## src/rtl/node_sequencer.sv

```systemverilog
// Upstream control/buffer stage for one ANN node: loads N_INPUTS words over valid/ready,
// then sequences the node accumulator through one clear cycle, N_INPUTS accumulate cycles and a done pulse.
module node_sequencer #(
   parameter int unsigned N_INPUTS = 64,
   parameter int unsigned BITS     = 16,
   parameter int unsigned CNT_W    = 7
) (
   input  logic                       clk,
   input  logic                       rst,
   input  logic [BITS-1:0]            in_data,
   input  logic                       in_valid,
   output logic                       in_ready,
   output logic [N_INPUTS*BITS-1:0]   data_out,
   output logic                       reset_acc,
   output logic                       start,
   output logic [CNT_W-1:0]           cnt_val,
   output logic                       busy,
   output logic                       done
);

   localparam int unsigned DATA_W = N_INPUTS * BITS;
   localparam logic [CNT_W-1:0] LAST = CNT_W'(N_INPUTS - 1);

   typedef enum logic [2:0] {
      S_IDLE,
      S_LOAD,
      S_CLEAR,
      S_ACCUM,
      S_DONE
   } state_t;

   state_t            state_q, state_d;
   logic [CNT_W-1:0]  idx_q, idx_d;
   logic [CNT_W-1:0]  cnt_q, cnt_d;
   logic [DATA_W-1:0] data_q, data_d;
   logic              in_ready_q, in_ready_d;
   logic              reset_acc_q, reset_acc_d;
   logic              start_q, start_d;
   logic              busy_q, busy_d;
   logic              done_q, done_d;
   logic              accept;

   // Next state, buffer writes and counters; outputs are decoded from the next state so they register cleanly.
   always_comb begin
      state_d = state_q;
      idx_d   = idx_q;
      cnt_d   = cnt_q;
      data_d  = data_q;
      accept  = in_valid & in_ready_q;

      unique case (state_q)
         S_IDLE: begin
            if (accept) begin
               data_d[BITS-1:0] = in_data;
               idx_d            = CNT_W'(1);
               state_d          = (N_INPUTS == 1) ? S_CLEAR : S_LOAD;
            end
         end
         S_LOAD: begin
            if (accept) begin
               data_d[32'(idx_q)*BITS +: BITS] = in_data;
               idx_d = idx_q + CNT_W'(1);
               if (idx_q == LAST) begin
                  state_d = S_CLEAR;
               end
            end
         end
         S_CLEAR: begin
            cnt_d   = '0;
            state_d = S_ACCUM;
         end
         S_ACCUM: begin
            // Hold the last term index into DONE rather than wrapping.
            if (cnt_q == LAST) begin
               state_d = S_DONE;
            end else begin
               cnt_d = cnt_q + CNT_W'(1);
            end
         end
         S_DONE: begin
            cnt_d   = '0;
            idx_d   = '0;
            state_d = S_IDLE;
         end
         default: begin
            state_d = S_IDLE;
         end
      endcase

      in_ready_d  = (state_d == S_IDLE) || (state_d == S_LOAD);
      reset_acc_d = (state_d == S_CLEAR);
      start_d     = (state_d != S_ACCUM);
      busy_d      = (state_d != S_IDLE);
      done_d      = (state_d == S_DONE);
   end

   always_ff @(posedge clk) begin
      if (rst) begin
         state_q     <= S_IDLE;
         idx_q       <= '0;
         cnt_q       <= '0;
         data_q      <= '0;
         in_ready_q  <= 1'b0;
         reset_acc_q <= 1'b1;
         start_q     <= 1'b1;
         busy_q      <= 1'b0;
         done_q      <= 1'b0;
      end else begin
         state_q     <= state_d;
         idx_q       <= idx_d;
         cnt_q       <= cnt_d;
         data_q      <= data_d;
         in_ready_q  <= in_ready_d;
         reset_acc_q <= reset_acc_d;
         start_q     <= start_d;
         busy_q      <= busy_d;
         done_q      <= done_d;
      end
   end

   assign in_ready  = in_ready_q;
   assign data_out  = data_q;
   assign reset_acc = reset_acc_q;
   assign start     = start_q;
   assign cnt_val   = cnt_q;
   assign busy      = busy_q;
   assign done      = done_q;

endmodule

```

## config.mk

```make
export PLATFORM = sky130hd
export DESIGN_NAME = node_sequencer
export DESIGN_NICKNAME = d
export VERILOG_FILES = /design/src/rtl/node_sequencer.sv
export SDC_FILE = /design/constraint.sdc
export NUM_CORES = 2
export LEC_CHECK = 0
export ABC_AREA = 1
export ABC_CLOCK_PERIOD_IN_PS = 3200
export CAP_MARGIN = 20
export CORE_AREA = 2 2 408 410
export DETAILED_ROUTE_END_ITERATION = 10
export DIE_AREA = 0 0 410 412
export GPL_TIMING_DRIVEN = 0
export MAX_ROUTING_LAYER = met4
export SKIP_LAST_GASP = 1
export SLEW_MARGIN = 20
export SYNTH_ARGS = -nofsm -noshare
export SYNTH_HDL_FRONTEND = slang
export SYNTH_SLANG_ARGS = --single-unit
```

## constraint.sdc

```tcl
create_clock -name clk -period 3.2 [get_ports clk]
set_clock_uncertainty 0.15 [all_clocks]
set_input_delay 0.64 -clock clk [delete_from_list [all_inputs] [get_ports clk]]
set_output_delay 0.64 -clock clk [all_outputs]
set_load 0.02 [all_outputs]
```

=== After elaboration in Yosys (flattened, before gate mapping) ===
Cells that the tools add are included.

* Flip-flop bits (word level): 1046
* Bits in latches: 0
* Bits in writable memories: 0
* Memory bits (read-only): 0
* Bits of input ports: 19
* Output and inout port bits: 1036
* Logic and storage cells: 55
* Memories kept: 0

* $add $sub $neg: 3
* Multiply operators: 0
* Div/mod/pow operators: 0
* Magnitude comparators: 0
* Equal/unequal tests: 13
* Shifts and indexed selects: 2
* Mux-type cells: 14
* Bitwise logic cells: 1
* Reductions and logical operators: 12

{| class="wikitable"
|+ Operators by type and width
! cell !! number
|-
| bitwise mux 1024 bit || 1
|-
| variable shift 16 x 34 -> 1024 bit, first input constant || 1
|-
| variable part select 16 x 34 -> 1024 bit || 1
|-
| negator 11 -> 34 bit || 1
|-
| two-way mux 16 bit || 2
|-
| case mux 16 bit (2 select lines) || 1
|-
| two-way mux 7 bit || 3
|-
| case mux 7 bit (3 select lines) || 1
|-
| adder 7 x 1 -> 7 bit, second input constant || 2
|-
| == test 7 x 6 -> 1 bit, second input constant || 2
|-
| case mux 7 bit (2 select lines) || 1
|-
| two-way mux 3 bit || 4
|-
| case mux 3 bit (4 select lines) || 1
|-
| == test 3 x 2 -> 1 bit, second input constant || 3
|-
| == test 3 x 1 -> 1 bit, second input constant || 2
|-
| == test 3 bit, second input constant || 2
|-
| zero test 3 bit || 2
|-
| != test 2 bit, second input constant || 3
|-
| AND reduction 3 bit || 2
|-
| nonzero test 3 bit || 2
|-
| AND reduction 2 bit || 2
|-
| nonzero test 2 bit || 2
|-
| != test 3 x 2 -> 1 bit, second input constant || 1
|-
| OR reduction 2 bit || 1
|-
| 2 further kinds || 2
|}

=== Logic depth before layout (Yosys ltp) ===
* Word-level depth: 6
* Mapped depth: 19
* Mapped depth without buffers: 17

=== Worst setup path before layout ===
Ideal clock, no wire load.

* Path type: register to register
* Start: reg idx_q[0]
* End: reg data_q[394] (netlist: data_out[394])
* Setup time: 0.113 ns
* Arrival: 2.820 ns
* Path slack: 0.117 ns
* Stages on the path, launching flop included: 18
* Buffers on the path: 3
* Cells stage by stage: dfxtp_1 -> inv_2 -> clkbuf_1 -> ha_1 -> nand2_1 -> nor2_1 -> nand2_1 -> inv_1 -> ha_1 -> inv_1 -> nor3_4 -> nand3_2 -> nor2_1 -> buf_4 -> nand2_1 -> clkbuf_1 -> o21ai_1 -> nor2_1

* Word-level cells in the longest chain between the ends: 3

{| class="wikitable"
|+ Ends and longest elaborated chain
! what !! RTL line !! RTL
|-
| start: declaration || 33 || <nowiki>logic [CNT_W-1:0] idx_q, idx_d;</nowiki>
|-
| start signal: assignment || 110 || <nowiki>idx_q <= idx_d;</nowiki>
|-
| negator 11 -> 34 bit (*) || 61 || <nowiki>data_d[32'(idx_q)*BITS +: BITS] = in_data;</nowiki>
|-
| variable part select 16 x 34 -> 1024 bit or variable shift 16 x 34 -> 1024 bit (tied branches) || 61 ||
|-
| bitwise mux 1024 bit (*) || 61 ||
|-
| end signal: assignment || 112 || <nowiki>data_q <= data_d;</nowiki>
|-
| end: declaration || 35 || <nowiki>logic [DATA_W-1:0] data_q, data_d;</nowiki>
|}

Mark *: on every way between the ends. The rest lies on a longest branch, timed or not.
A chain may end at the register's enable or synchronous reset.

=== Worst setup path in the final report ===
* Start: reg idx_q[0]
* End: reg data_q[321] (netlist: data_out[321])

Same word-level chain as after synthesis.

==> impl_metrics.tcl <==
set metrics [dict create \
    die_y_um 412 \
    grt_pass1_vias 46900 \
    yosys.area.top_type_share_pct 47.7 \
    relSlewSlack_pct 20.5 \
    grt_pass1_wl_um 380000 \
    drt-pass1-iter-count 6 \
    core-area_um2 164000 \
    grt_max_degree 20 \
    layout_common_cells "nor2_1, nand2_1, clkdlybuf4s50_1" \
    layoutNonFillerInstCount 10200 \
    routed_wl_um 286000 \
    synth_top_family_by_area "simple AND/OR/NAND/NOR gates" \
    synth_mux_area_share_pct 0 \
    avgSynthCellArea_um2 6.67 \
    place_inst 9860 \
    insertion_delay_ps 750 \
    r2r-start "idx_q[0]" \
    cp-start-kind "flip-flop" \
    cap_violations 0 \
    clk_pin_slew_ps 60 \
    ir_drop_mv 0.406 \
    yosysWarnings 0 \
    utilization_pct 39.3 \
    yosysTopAreaCell "dfxtp_1" \
    synthDistinctLibCells 37 \
    io_buffers 1054 \
    outcome "finished, final reports clean" \
    synthXorXnorAreaFrac_pct 0.142 \
    synth_simple_gate_area_share_pct 34.8 \
    cts_buffer_depth 3 \
    synth-compound-area-share_pct 8.72 \
    gr-total-overflow 0 \
    crit_required_ps 3680 \
    crit_path_end_kind "flip-flop" \
    clockRootBuffer "clkbuf_16" \
    fin_tns_setup_ps 0 \
    netlist_instances 6582 \
    ys_seq_area_share_pct 47.7 \
    ioPinCount 1055 \
    synth_area_um2 43900 \
    ys_ff_latch 1046 \
    drc 0 \
    clkSinkCount 1046 \
    fill_cells 17300 \
    grt_antenna_before_repair 9 \
    leakage_nw 27.2 \
    p_per_area_nw_per_um2 474 \
    grt_usage_pct 33.4 \
    antenna_left 0 \
    numCtsBuffers 119 \
    die_w_um 410 \
    tritoncts "built" \
    dr.first_iter.drc_count 4569 \
    final_common_cell "nor2_1" \
    syn_nets 6605 \
    nets 7913 \
    vias_per_cell 4.93 \
    hold_viol 0 \
    timing.final.crit_period_ps 3200 \
    place.gp.congestion 1.03 \
    avgRoutedWirePerCell_um 28.1 \
    synth_fa_ha_area_share_pct 0.114 \
    num_rows 149 \
    htree_levels 3 \
    hp-class "flip-flop to flip-flop" \
    fin_crit_sh_pct 99.9 \
    worstPathArrival_ps 3680 \
    via_count 50300 \
    die-area_um2 169000 \
    crit_type "flip-flop to flip-flop" \
    hpwl_um 229000 \
    slew_viol_final 0 \
    initial_core_util_pct 26.7 \
    synth.area.top_cells "dfxtp_1, nor2_1, nand2_1" \
    setup_viol 0 \
    syn2layout_area_growth_pct 47.2 \
    cp-startpoint "idx_q[0]" \
    cp_max_fo 7 \
    layout-drive-gt1-share_pct 10.9 \
    hp-start "data_out[512]" \
    fmax_ghz 0.313 \
    rsz0062_at_grt "yes" \
    worst_slew_pin_slew_ps 1190 \
]
-- where the power goes --
group	switching [mW]	internal (mW)	total (mW)
Sequential	0.0175	13.0	13.1
Combinational	2.33	0.509	2.84
Clock	6.12	8.59	14.7
Total	8.47	22.1	30.6
-- worst paths after layout --
path / end / slack, ps / cells past startpoint
hold reg to reg: data_out[512] / 320 / 2
setup / recovery: data_out[321] / 4 / 17
hold / removal: data_out[512] / 320 / 2
setup reg to reg: data_out[321] / 4 / 17
-- routing by layer --
layer  wire [um]  vias up  global-route usage (%)
met3       25600      633                    9.03
met4       19000        0                    17.9
met2      132000     2449                    53.8
met1      110000    23900                    37.8
met5           0        -                       -
li1            -    23300                       -
-- critical path, stage by stage, from the launching register on --
cell and delay [ps]:
dfxtp_4 390, clkinv_8 60, ha_4 170, nand2_4 70, nor2_4 40, nand2_2 70, inv_2 50, ha_4 260
inv_4 40, nor3_4 190, buf_12 150, nand3_4 160, buf_6 190, nor2_4 170, buf_12 230, nand2_8 100
o21ai_0 480, nor2_1 80
-- cell type report --
class / instances / area (um^2) / area share, %
clock inverter: 50 / 649 / 1.00
sequential: 1046 / 20900 / 32.4
buffer: 445 / 2440 / 3.77
inverter: 509 / 2000 / 3.10
tap: 2189 / 2740 / 4.24
timing repair buffer: 1190 / 11900 / 18.4
timing repair inverter: 1 / 8.76 / 0.0136
multi-input combinational: 4578 / 20400 / 31.6
antenna: 6 / 15.0 / 0.0232
clock buffer: 172 / 3510 / 5.43
-- cells by family after synthesis --
logic type / Yosys count
simple gates: 3808
buf+inv: 958
xor+xnor: 5
fa+ha+maj: 4
compound gates: 761
flops: 1046
-- synth_stat cells, drive strengths merged --
cell type	n
o21ai	493
a211oi	1
nand2	1239
a21oi	264
nand4	201
ha	4
xor2	4
nor2	2129
nand3	86
xnor2	1
nor3	114
clkinv	4
nor3b	1
dfxtp	1046
inv	505
a31oi	1
a221oi	1
a311oi	1
nor4	38
buf	189
clkbuf	260
-- per-stage QoR --
step / worst slack, ps / hold slack [ps] / cell area (um^2) / total power [mW]
after global placement: -2160 / 299 / 57200 / 15.8
final: 4.28 / 318 / 64600 / 30.6
after detailed placement: -1910 / 313 / 57700 / 15.9
after global routing: -39.8 / 344 / 64600 / 31.3
after CTS: -126 / 320 / 64000 / 30.7
after floorplan: 117 / 366 / 43900 / 14.5
-- timing repair --
item                        CTS  global route
hold buffers                  0             0
cloned                        4             3
pin swaps                    24            29
setup endpoints to repair  1024           924
gates resized for setup     468           187
setup buffers                64            31
-- state kept, by name, summed over array words and instances, names as in the netlist --
name / count
in_ready: 1
cnt_val: 7
busy: 1
idx_q: 7
data_out: 1024
reset_acc: 1
start: 1
state_q: 3
done: 1
Note: power is estimated with default switching activity, not from simulation.
